## src/rtl/fifo_arb_ctrl.sv

```systemverilog
// fifo_arb_ctrl: two-producer round-robin write arbiter and occupancy tracker
// sequencing an external fifo_mem. It also provides a one-entry valid/ready
// read stage on top of the memory's registered read port.
module fifo_arb_ctrl #(
    parameter int unsigned DATA_WIDTH = 8,
    parameter int unsigned DATA_DEPTH = 16,
    parameter int unsigned UP_BIT     = 4
) (
    input  logic                  i_clk,
    input  logic                  i_rest,
    input  logic                  i_flush,
    input  logic                  i_wr_req0,
    input  logic                  i_wr_req1,
    input  logic [DATA_WIDTH-1:0] i_wr_data0,
    input  logic [DATA_WIDTH-1:0] i_wr_data1,
    output logic                  o_wr_gnt0,
    output logic                  o_wr_gnt1,
    output logic                  o_rd_valid,
    output logic [DATA_WIDTH-1:0] o_rd_data,
    input  logic                  i_rd_ready,
    output logic                  o_mem_wen,
    output logic                  o_mem_ren,
    output logic [DATA_WIDTH-1:0] o_mem_wdata,
    output logic                  o_mem_rst,
    input  logic [DATA_WIDTH-1:0] i_mem_rdata,
    output logic [UP_BIT:0]       o_count,
    output logic                  o_full,
    output logic                  o_empty
);

    localparam int unsigned CNT_W = UP_BIT + 1;
    localparam logic [CNT_W-1:0] DEPTH_C = CNT_W'(DATA_DEPTH);

    logic [CNT_W-1:0]      r_cnt;
    logic                  r_out_vld;
    logic                  r_prio;

    logic                  w_block;
    logic                  w_full;
    logic                  w_gnt0;
    logic                  w_gnt1;
    logic                  w_wen;
    logic                  w_ren;
    logic [DATA_WIDTH-1:0] w_wdata;

    assign w_block = i_flush | i_rest;
    assign w_full  = (r_cnt == DEPTH_C);

    // Round-robin write arbitration; blocked while full, flushing or in reset
    always_comb begin
        w_gnt0  = 1'b0;
        w_gnt1  = 1'b0;
        w_wdata = '0;
        if (!w_block && !w_full) begin
            case ({i_wr_req1, i_wr_req0})
                2'b01:   w_gnt0 = 1'b1;
                2'b10:   w_gnt1 = 1'b1;
                2'b11: begin
                    if (r_prio) w_gnt1 = 1'b1;
                    else        w_gnt0 = 1'b1;
                end
                default: ;
            endcase
        end
        if (w_gnt0)      w_wdata = i_wr_data0;
        else if (w_gnt1) w_wdata = i_wr_data1;
    end

    assign w_wen = w_gnt0 | w_gnt1;
    // Read only from a non-empty memory when the output stage is free or draining
    assign w_ren = !w_block && (r_cnt != '0) && (!r_out_vld || i_rd_ready);

    // Occupancy, output-stage valid and arbitration priority
    always_ff @(posedge i_clk or posedge i_rest) begin
        if (i_rest) begin
            r_cnt     <= '0;
            r_out_vld <= 1'b0;
            r_prio    <= 1'b0;
        end else if (i_flush) begin
            r_cnt     <= '0;
            r_out_vld <= 1'b0;
            r_prio    <= 1'b0;
        end else begin
            r_cnt <= r_cnt + CNT_W'(w_wen) - CNT_W'(w_ren);
            if (w_ren)           r_out_vld <= 1'b1;
            else if (i_rd_ready) r_out_vld <= 1'b0;
            if (w_gnt0)      r_prio <= 1'b1;
            else if (w_gnt1) r_prio <= 1'b0;
        end
    end

    assign o_wr_gnt0   = w_gnt0;
    assign o_wr_gnt1   = w_gnt1;
    assign o_mem_wen   = w_wen;
    assign o_mem_ren   = w_ren;
    assign o_mem_wdata = w_wdata;
    assign o_mem_rst   = i_rest | i_flush;
    assign o_rd_valid  = r_out_vld;
    assign o_rd_data   = i_mem_rdata;
    assign o_count     = r_cnt;
    assign o_full      = w_full;
    assign o_empty     = (r_cnt == '0) && !r_out_vld;

endmodule

```

## config.mk

```make
export PLATFORM = sky130hd
export DESIGN_NAME = fifo_arb_ctrl
export DESIGN_NICKNAME = d
export VERILOG_FILES = /design/src/rtl/fifo_arb_ctrl.sv
export SDC_FILE = /design/constraint.sdc
export NUM_CORES = 1
export LEC_CHECK = 0
export CORE_MARGIN = 2
export CORE_UTILIZATION = 37
export CTS_BUF_LIST = sky130_fd_sc_hd__clkbuf_2 sky130_fd_sc_hd__clkbuf_4 sky130_fd_sc_hd__clkbuf_8
export DETAILED_ROUTE_END_ITERATION = 12
export MAX_ROUTING_LAYER = met4
export PLACE_DENSITY_LB_ADDON = 0.3
export SKIP_LAST_GASP = 1
export SYNTH_ARGS = -nofsm -noshare
export SYNTH_HDL_FRONTEND = slang
export SYNTH_SLANG_ARGS = --single-unit
```

## constraint.sdc

```tcl
create_clock -name i_clk -period 7.01 [get_ports i_clk]
set_input_delay 0.701 -clock i_clk [delete_from_list [all_inputs] [get_ports i_clk]]
set_output_delay 0.701 -clock i_clk [all_outputs]
set_load 0.005 [all_outputs]
```

== Word level (Yosys, flattened, before mapping) ==
Cells that the tools add are included.
Cells by class
  equality and inequality tests: 4
  reduce and logical (&&, ||, !) cells: 12
  bitwise gates (word level): 2
  $add $sub $neg: 2
  muxes and demuxes: 15
Operator list (number)
  8-bit 2-to-1 mux: 2
  1-bit 2-to-1 mux: 10
  3-bit nonzero test: 2
  5-bit by 1-bit adder with 5-bit output: 1
  5-bit == test (second input constant): 1
  5-bit zero test: 1
  5-bit 2-to-1 mux: 1
  5-bit nonzero test: 1
  5-bit by 1-bit subtractor with 5-bit output: 1
  2-bit == test (second input constant): 2
  1-bit logical AND: 4
  1-bit case mux with 2 select lines: 2
  1-bit zero test: 3
  2-bit by 1-bit == test with 1-bit output (second input constant): 1
  1-bit OR: 2
  1-bit logical OR: 1
Word-level totals
  logic and storage cells: 38
  bits in registers: 7
  input port bits: 30
  output and inout bits: 29

== Longest topological paths before layout ==
Gate-level depths: netlist of the first run.
  depth in word-level cells: 8
  mapped depth: 12
  gate-level depth less buffers: 11

== Worst setup path after synthesis of the first run ==
No wires, ideal clock.
  path type: input to register
  start point: input i_flush
  end point: register r_cnt[4], in the netlist o_count[4]
  data required time: 6.927 ns
  setup slack: 4.255 ns
  arrival: 2.672 ns
  buffers on the path: 2
  cell stages on the path: 11
  library setup time: 0.083 ns
  cells stage by stage: buf_6 > nor2_1 > nand2_1 > buf_2 > a21oi_1 > ha_1 > inv_1 > fa_1 > nand2b_1 > a2111o_1 > o21ai_0
On the way
  longest elaborated chain between the ends: 8
  elaborated cells between the ends (all ways): 11
  classes of those cells: add/sub (2); mux (3); bitwise (2); reduce/logical (4)
RTL lines
  from (decl): RTL line 11  | input logic i_flush,
  1-bit OR *: RTL line 46  | assign w_block = i_flush | i_rest;
  1-bit zero test *: RTL line 54  | if (!w_block && !w_full) begin
  1-bit logical AND *: RTL line 54
  1-bit 2-to-1 mux: RTL line 54
  1-bit OR *: RTL line 69  | assign w_wen = w_gnt0 | w_gnt1;
  via o_mem_wen: RTL line 21  | output logic o_mem_wen,
  5-bit by 1-bit adder with 5-bit output *: RTL line 84  | r_cnt <= r_cnt + CNT_W'(w_wen) - CNT_W'(w_ren);
  5-bit by 1-bit subtractor with 5-bit output *: RTL line 84
  5-bit 2-to-1 mux *: RTL line 79  | end else if (i_flush) begin
  to (signal assigned): RTL line 84
  to (decl): RTL line 34  | logic [CNT_W-1:0] r_cnt;
Mark *: on every way through the listed nets, which the timed path passes. The rest lies on a longest branch.
A chain may end at the register's enable or synchronous reset.

== Final worst setup path of the first run ==
  start point: input i_flush
  end point: output o_mem_wen
On the way
  longest elaborated chain between the ends: 5
  elaborated cells between the ends (all ways): 6
  classes of those cells: mux (2); bitwise (2); reduce/logical (2)
RTL lines (RTL line)
  1-bit OR *: 46
  1-bit zero test *: 54
  1-bit logical AND *: 54
  1-bit 2-to-1 mux: 54
  1-bit OR *: 69
  to (decl): 21
Mark *: on every way between the ends. The rest lies on a longest branch, timed or not.

==> impl_metrics.json, run 1 <==
{
  "worstPathArrival_ns": 2.72,
  "slowest_stage": "clkdlybuf4s50_1",
  "intPower_mw": 0.188,
  "max_stage_delay_ns": 0.56,
  "rsz0062_at_grt": "no",
  "port_buffers": 42,
  "postSynthCellCount": 98,
  "clk_pin_slew_ns": 0.06,
  "hold_class": "flip-flop to flip-flop",
  "hold_buffers": 0,
  "ff2ff_path_depth": 11,
  "num_vias": 829,
  "status": "completed",
  "final_common_cell": "clkdlybuf4s50_1",
  "post_cts_buffers": 0,
  "overflow": 0,
  "drv_slew": 0,
  "cap_viol_max_count": 0,
  "htreeDepth": 1,
  "ys_warn_count": 0,
  "min_period_over_period": 0.488,
  "dieWidth_um": 49.9,
  "cp-end-kind": "primary output",
  "syn_nets": 134,
  "cts_tree": "done",
  "maxSlewHeadroom": 0.749,
  "cts_resized": 0,
  "gp_congestion": 0.840,
  "crit_required_ns": 6.31,
  "startpoint": "i_flush",
  "hold_viol": 0,
  "power.leakage_nw": 0.454,
  "fmax_mhz": 293,
  "switching_share": 0.381,
  "crit_cells": 5,
  "p_comb_frac": 0.625,
  "rrSetupSlack_ns": 4.30,
  "avgSynthCellArea_um2": 7.94,
  "multi_input_area_um2": 472,
  "ys_types": 27,
  "area_growth_pct": 50.6,
  "grt_pass1_vias": 776,
  "ir_worst_vdd_uv": 203,
  "drc": 0,
  "fin_skew_ns": 0.00754,
  "cts-root-buf": "clkbuf_4",
  "layout_common_cells": "clkdlybuf4s50_1, o211ai_1, a21oi_1",
  "final_antenna_net_count": 0,
  "wirelength_um": 2080,
  "coreArea_um2": 1980,
  "power.share.sequential": 0.240,
  "antenna_found_initial": 0,
  "start_kind": "input port",
  "drive_gt1_frac": 0.0687,
  "diodes": 0,
  "cp_max_fo": 11,
  "synth_area_um2": 778,
  "reg2reg_from": "o_count[2]",
  "final_cell_area_um2": 1170,
  "register_area_um2": 175,
  "cp_common_cell": "clkdlybuf4s50_1",
  "hpwl_um": 1640,
  "routed_via_density": 5.25,
  "setup_viol": 0,
  "grt_max_degree": 12,
  "crit_chain": "clkdlybuf4s50_1, nor2_1, nand2_1, a21oi_1, clkdlybuf4s50_1",
  "cts_made_buffers": 3,
  "setup-tns-final_ns": 0,
  "synth_seq_area_share": 0.225,
  "crit_family": "buffers and inverters",
  "grt_usage": 0.181,
  "insertion_delay_ns": 0.26,
  "place_area_um2": 1140,
  "first_pass_iters": 4,
  "r2r-end": "o_count[4]",
  "cp.buffers_inverters": 2,
  "worstMarginPinSlew_ns": 0.376,
  "fp-row-count": 16,
  "power.density_nw_per_um2": 259,
  "critical_path.endpoint": "o_mem_wen",
  "nNetsFinal": 168,
  "grt_pass1_wl_um": 3370,
  "synth-seq-cells": 7,
  "power.total_mw": 0.304,
  "p_switching_mw": 0.116,
  "die_area_um2": 2490,
  "utilization": 0.592,
  "top_level_ports": 59,
  "cts_max_path_buffers": 2,
  "clkPwrFrac": 0.135,
  "die_y_um": 49.9,
  "numClockSinks": 7,
  "drt-initial-drc-count": 9,
  "fillers": 176,
  "layout_min_cycle_time_ns": 3.42,
  "initial_core_util": 0.393,
  "path_class": "input port to primary output",
  "wl_per_cell_um": 13.2
}
-- area by class of cell --
class,count,share of cell area
clock buffers,4,0.0256
flip-flops and latches,7,0.149
repair buffers,42,0.359
multi-input cells,67,0.402
inverters,11,0.0352
well taps,27,0.0288
-- cells by family after synthesis --
group | synth area share
flops | 0.225
buf+inv | 0.169
compound gates | 0.288
simple gates | 0.178
xor+xnor | 0.0338
fa+ha+maj | 0.106
-- synth_stat cells --
cell type  count  area (um^2)
o211ai_1      16          120
a21oi_1       12         60.1
inv_1          9         33.8
buf_4          8         60.1
nor2_1         8         30.0
dfrtp_1        7          175
ha_1           5         62.6
nand2b_1       5         31.3
buf_2          3         15.0
nor2b_1        3         18.8
o21ai_0        3         15.0
nand2_1        2         7.51
nand3_1        2         10.0
xnor2_1        2         17.5
a2111o_1       1         11.3
a2bb2oi_1      1         8.76
a31o_2         1         8.76
buf_6          1         11.3
clkbuf_1       1         3.75
clkinv_1       1         3.75
fa_1           1         20.0
inv_2          1         3.75
nand3_2        1         10.0
nand4bb_1      1         11.3
or2_2          1         6.26
or4b_4         1         13.8
xor2_1         1         8.76
-- metal layers --
layer	track usage	up-vias	wire length [um]
li1	-	403	-
met1	0.223	391	958
met2	0.284	30	977
met3	0.0576	5	135
met4	0.0509	0	14
met5	-	-	0
-- stage by stage --
| step | instances | setup slack, ns | hold slack (ns) |
|---|---|---|---|
| floorplan | 98 | 4.26 | 0.504 |
| global placement | 154 | 3.60 | 0.618 |
| detailed placement | 154 | 3.50 | 0.624 |
| CTS | 158 | 3.58 | 0.632 |
| global route | 158 | 3.40 | 0.673 |
| finish | 158 | 3.59 | 0.633 |
-- flip-flops by register name, indices dropped and copies added, names as in the netlist --
register,flops
o_count,5
r_prio,1
o_rd_valid,1
-- power by group through the flow --
stage / Clock (mW) / Combinational, mW / Sequential (mW)
after CTS: 0.0421 / 0.192 / 0.0729
after global placement: 0 / 0.187 / 0.0720
after floorplan: 0 / 0.116 / 0.0688
after global routing: 0.0458 / 0.210 / 0.0758
after detailed placement: 0 / 0.190 / 0.0731
final: 0.0411 / 0.190 / 0.0729
-- worst min path at each step --
stage          startpoint          to  slack [ns]  cells after the start
2_1_floorplan      i_rest  o_count[0]        0.50                      1
3_3_place_gp   o_rd_valid  o_rd_valid        0.62                      2
3_5_place_dp   o_rd_valid  o_rd_valid        0.62                      2
4_1_cts        o_rd_valid  o_rd_valid        0.63                      2
5_1_grt        o_rd_valid  o_rd_valid        0.67                      2
6_report       o_rd_valid  o_rd_valid        0.63                      2
-- worst reg2reg max path, cell delays in order (launching register included) --
cell,delay (ns)
dfrtp_1,0.39
inv_1,0.09
ha_1,0.17
or4b_4,0.49
nand3_2,0.13
xnor2_1,0.13
ha_1,0.18
inv_1,0.05
fa_1,0.39
nand2b_1,0.18
a2111o_1,0.35
o21ai_0,0.07
No activity file was read; power rests on OpenSTA's default activity.
==> run 2: changes to the inputs <==
Settings changed: CORE_UTILIZATION 37 to 31.
Clock period 7.01 ns to 2.85 ns, I/O delays scaled along.
==> run 2 against run 1 <==
Net effect:
- cell area rose by 6.7%
- die area increased by 18%
- global-route usage down 1.2 points
- sequential share of layout area decreased by 0.94 points
- via count increased by 0.72%
- sequential cell count is the same
- sequential power up 140%
- worst hold slack got worse by 0.33 ns
- first-iteration DRC count increased by 67%
- worst setup slack got worse by 3.4 ns
- cell count increased by 7.0%
- combinational power grew to 2.7 times the previous value
==> impl_metrics.json, run 2 (synthesis results as in run 1) <==
{
  "fmax_mhz": 373,
  "clk_pin_slew_ns": 0.06,
  "ir_worst_vdd_uv": 520,
  "ff2ff_path_depth": 11,
  "drc": 0,
  "layout_min_cycle_time_ns": 2.68,
  "wirelength_um": 2300,
  "layout_common_cells": "clkdlybuf4s50_1, o211ai_1, a21oi_1",
  "initial_core_util": 0.320,
  "hold_class": "input port to asynchronous set/reset pin",
  "p_comb_frac": 0.648,
  "slowest_stage": "or4b_4",
  "grt_max_degree": 12,
  "maxSlewHeadroom": 0.770,
  "crit_chain": "inv_1, ha_2, or4b_4, nand3_4, xnor2_1, ha_2, inv_1, fa_2, nand2b_1, a2111o_1, o21ai_0",
  "routed_via_density": 4.94,
  "final_cell_count_no_fill": 169,
  "rsz0062_at_grt": "no",
  "grt_pass1_vias": 752,
  "setup-tns-final_ns": 0,
  "path_class": "flip-flop to flip-flop",
  "hpwl_um": 1820,
  "cts-root-buf": "clkbuf_4",
  "reg2reg_from": "o_count[3]",
  "area_growth_pct": 60.8,
  "numClockSinks": 7,
  "hold_buffers": 0,
  "dieWidth_um": 54.1,
  "grt_usage": 0.169,
  "first_pass_iters": 4,
  "status": "completed",
  "rrSetupSlack_ns": 0.17,
  "final_antenna_net_count": 0,
  "largest_reg_flops": 5,
  "num_vias": 835,
  "max_stage_delay_ns": 0.49,
  "r2r-end": "o_count[4]",
  "worstPathArrival_ns": 2.87,
  "fin_skew_ns": 0.00402,
  "utilization": 0.514,
  "cts_made_buffers": 3,
  "drive_gt1_frac": 0.144,
  "fp-row-count": 18,
  "cts_tree": "done",
  "cp_max_fo": 4,
  "die_area_um2": 2930,
  "coreArea_um2": 2430,
  "gp_congestion": 0.864,
  "min_period_over_period": 0.941,
  "final_common_cell": "clkdlybuf4s50_1",
  "antenna_found_initial": 0,
  "power.leakage_nw": 0.490,
  "critical_path.endpoint": "o_count[4]",
  "overflow": 0,
  "power.density_nw_per_um2": 631,
  "setup_viol": 0,
  "drv_slew": 0,
  "grt_pass1_wl_um": 3390,
  "diodes": 0,
  "insertion_delay_ns": 0.26,
  "power.share.sequential": 0.217,
  "cp-end-kind": "flip-flop",
  "top_level_ports": 59,
  "wl_per_cell_um": 13.6,
  "switching_share": 0.387,
  "worstMarginPinSlew_ns": 0.345,
  "drt-initial-drc-count": 15,
  "cts_max_path_buffers": 2,
  "htreeDepth": 1,
  "start_kind": "flip-flop",
  "cap_viol_max_count": 0,
  "die_y_um": 54.1,
  "intPower_mw": 0.484,
  "crit_required_ns": 3.03,
  "power.total_mw": 0.790,
  "startpoint": "o_count[3]",
  "nNetsFinal": 176,
  "p_switching_mw": 0.306,
  "hold_viol": 0,
  "port_buffers": 42,
  "place_inst": 164,
  "clkPwrFrac": 0.134
}
## run 2: per-stage QoR
| stage | area, um^2 | hold slack (ns) | worst slack (ns) |
|---|---|---|---|
| global route | 1250 | 0.349 | 0.00605 |
| detailed placement | 1200 | 0.570 | 0.144 |
| global placement | 1200 | 0.570 | 0.249 |
| finish | 1250 | 0.306 | 0.168 |
| floorplan | 778 | 0.0884 | 0.299 |
| CTS | 1230 | 0.319 | 0.124 |
## run 2: layout make-up
| class | count | area, um^2 |
|---|---|---|
| fill | 237 | 1180 |
| timing repair buffer | 50 | 480 |
| tap | 30 | 37.5 |
| inverter | 11 | 41.3 |
| clock buffer | 4 | 30.0 |
| sequential | 7 | 175 |
| multi-input combinational | 67 | 487 |
## run 2: critical path, delay by kind of cell, from the launching register on
kind	cells	cell delay, ns
AND/OR/NAND/NOR	3	0.78
adder cells (fa/ha/maj)	3	0.71
AO/OA/AOI/OAI	2	0.43
flip-flops	1	0.40
buffers and inverters	2	0.15
XOR/XNOR	1	0.13
## run 2: routing by layer
layer,part of all wire,GRT usage
met4,0.021,0.100
met2,0.42,0.276
met3,0.11,0.0361
met5,0,-
met1,0.45,0.189
## run 2: what timing repair did
item,CTS,global route
buffers inserted,0,1
resized for setup,0,4
endpoints found under the setup margin,0,1
## run 2: how the worst min path moves through the flow
stage / depth (start not counted) / startpoint / slack, ns / to
after floorplan: 1 / i_rest / 0.09 / o_count[0]
after global placement: 0 / i_mem_rdata[0] / 0.57 / o_rd_data[0]
after detailed placement: 0 / i_mem_rdata[0] / 0.57 / o_rd_data[0]
after CTS: 2 / i_rest / 0.32 / o_count[3]
after global routing: 2 / i_rest / 0.35 / r_prio
final: 2 / i_rest / 0.31 / o_count[3]
## run 2: power by group through the flow
stage | clock network (mW) | logic [mW] | registers [mW]
global route | 0.112 | 0.578 | 0.177
detailed placement | 0 | 0.498 | 0.173
floorplan | 0 | 0.285 | 0.169
finish | 0.106 | 0.512 | 0.172
CTS | 0.108 | 0.501 | 0.171
global placement | 0 | 0.488 | 0.172
==> run 3: changes to the inputs <==
Settings changed: CELL_PAD_IN_SITES_DETAIL_PLACEMENT from default to 1, CELL_PAD_IN_SITES_GLOBAL_PLACEMENT from default to 2, CORE_UTILIZATION 31 to 15.
==> run 3 against run 2 <==
Net effect:
- sequential share of layout area fell by 0.70 points
- clock-buffer cell count did not move
- clock power rose by 46%
- global-route usage fell by 6.2 points
- worst setup slack got worse by 0.017 ns
- utilization fell by 25 points
==> impl_metrics.json, run 3 (synthesis results as in run 1) <==
{
  "drive_gt1_frac": 0.137,
  "port_buffers": 42,
  "slowest_stage": "or4b_4",
  "antenna_found_initial": 0,
  "worstPathArrival_ns": 2.84,
  "diodes": 0,
  "fp-row-count": 26,
  "hold_viol": 0,
  "status": "completed",
  "worstMarginPinSlew_ns": 0.371,
  "routed_via_density": 4.23,
  "path_class": "flip-flop to flip-flop",
  "cts-root-buf": "clkbuf_8",
  "overflow": 0,
  "final_common_cell": "clkdlybuf4s50_1",
  "area_growth_pct": 69.3,
  "p_switching_mw": 0.328,
  "setup_viol": 0,
  "power.share.sequential": 0.204,
  "intPower_mw": 0.530,
  "grt_max_degree": 12,
  "utilization": 0.261,
  "cts_max_path_buffers": 2,
  "cap_viol_max_count": 0,
  "drt-initial-drc-count": 15,
  "cp.buffers_inverters": 2,
  "grt_usage": 0.107,
  "p_comb_frac": 0.614,
  "cp-end-kind": "flip-flop",
  "start_kind": "flip-flop",
  "nNetsFinal": 176,
  "layout_common_cells": "clkdlybuf4s50_1, o211ai_1, a21oi_1",
  "initial_core_util": 0.154,
  "grt_pass1_vias": 939,
  "wl_per_cell_um": 14.3,
  "layout_min_cycle_time_ns": 2.70,
  "reg2reg_from": "o_count[3]",
  "htreeDepth": 1,
  "hpwl_um": 2420,
  "largest_reg_flops": 5,
  "cp_max_fo": 4,
  "wirelength_um": 2980,
  "die_y_um": 76.0,
  "hold_class": "input port to asynchronous set/reset pin",
  "first_pass_iters": 4,
  "die_area_um2": 5780,
  "fin_skew_ns": 0.00306,
  "num_vias": 885,
  "clk_pin_slew_ns": 0.04,
  "crit_chain": "inv_1, ha_1, or4b_4, nand3_4, xnor2_1, ha_2, inv_1, fa_2, nand2b_1, a2111o_1, o21ai_0",
  "final_antenna_net_count": 0,
  "crit_required_ns": 2.99,
  "grt_pass1_wl_um": 4890,
  "fillers": 601,
  "cts_tree": "done",
  "startpoint": "o_count[3]",
  "top_level_ports": 59,
  "numClockSinks": 7,
  "drc": 0,
  "cp_common_cell": "inv_1",
  "maxSlewHeadroom": 0.753,
  "ir_worst_vdd_uv": 297,
  "cts_made_buffers": 3,
  "clkPwrFrac": 0.181,
  "power.leakage_nw": 0.499,
  "max_stage_delay_ns": 0.49,
  "dieWidth_um": 76.0,
  "min_period_over_period": 0.947,
  "power.density_nw_per_um2": 651,
  "gp_congestion": 0.761,
  "holdWs_ns": 0.334,
  "switching_share": 0.382,
  "coreArea_um2": 5040,
  "drv_slew": 0,
  "hold_buffers": 0,
  "insertion_delay_ns": 0.23,
  "fmax_mhz": 371,
  "crit_family": "simple AND/OR/NAND/NOR gates"
}
## run 3: cell count changes in the layout (fill, tap and decap cells not counted)
cell      before  now
clkbuf_8       0    3
clkbuf_4       4    1
ha_1           3    4
ha_2           2    1
## run 3: per-layer routing
metal / share of wire / vias up / global-route usage
met5: 0 / - / -
met4: 0.013 / 0 / 0.0364
met3: 0.064 / 6 / 0.0284
met2: 0.45 / 46 / 0.176
met1: 0.47 / 413 / 0.129
li1: - / 420 / -
## run 3: repair_timing
item / 4_1_cts / 5_1_grt
gates resized for setup: 0 / 3
setup buffers: 0 / 1
hold endpoints to repair: 0 / 0
setup endpoints to repair: 0 / 1
## run 3: final timing paths
check | slack [ns] | to | cells after the start
max | 0.15 | o_count[4] | 11
min | 0.33 | o_rd_valid | 2
max reg2reg | 0.15 | o_count[4] | 11
min reg2reg | 0.67 | o_count[4] | 3
max in group asynchronous | 2.28 | o_count[3] | 2
min in group i_clk | 0.57 | o_rd_data[1] | 0
## run 3: stage by stage
| step | setup slack, ns | TNS (ns) | cell area [um^2] | instances | total power, mW |
|---|---|---|---|---|---|
| after floorplan | 0.299 | 0 | 778 | 98 | 0.455 |
| after global placement | 0.226 | 0 | 1250 | 204 | 0.684 |
| after detailed placement | 0.123 | 0 | 1250 | 204 | 0.690 |
| after CTS | 0.0887 | 0 | 1300 | 208 | 0.854 |
| after global routing | -0.00141 | -0.00141 | 1320 | 209 | 0.931 |
| final | 0.151 | 0 | 1320 | 209 | 0.858 |
## run 3: worst register-to-register path: cells and delay by family (launching register included)
| family | cells | cell delay, ns |
|---|---|---|
| compound gates | 2 | 0.45 |
| xor+xnor | 1 | 0.12 |
| fa+ha+maj | 3 | 0.71 |
| buf+inv | 2 | 0.15 |
| flops | 1 | 0.40 |
| simple gates | 3 | 0.78 |
## run 3: final cells by class
cell class,count,area [um^2],area share
clock buffer,4,48.8,0.0370
inverter,11,41.3,0.0313
multi-input combinational,67,484,0.368
sequential,7,175,0.133
tap,70,87.6,0.0665
timing repair buffer,50,480,0.365
## run 3: power by group through the flow
stage / sequential [mW] / clock [mW] / combinational, mW
2_1_floorplan: 0.169 / 0 / 0.285
3_3_place_gp: 0.175 / 0 / 0.510
3_5_place_dp: 0.176 / 0 / 0.514
4_1_cts: 0.175 / 0.157 / 0.522
5_1_grt: 0.181 / 0.164 / 0.585
6_report: 0.175 / 0.155 / 0.527
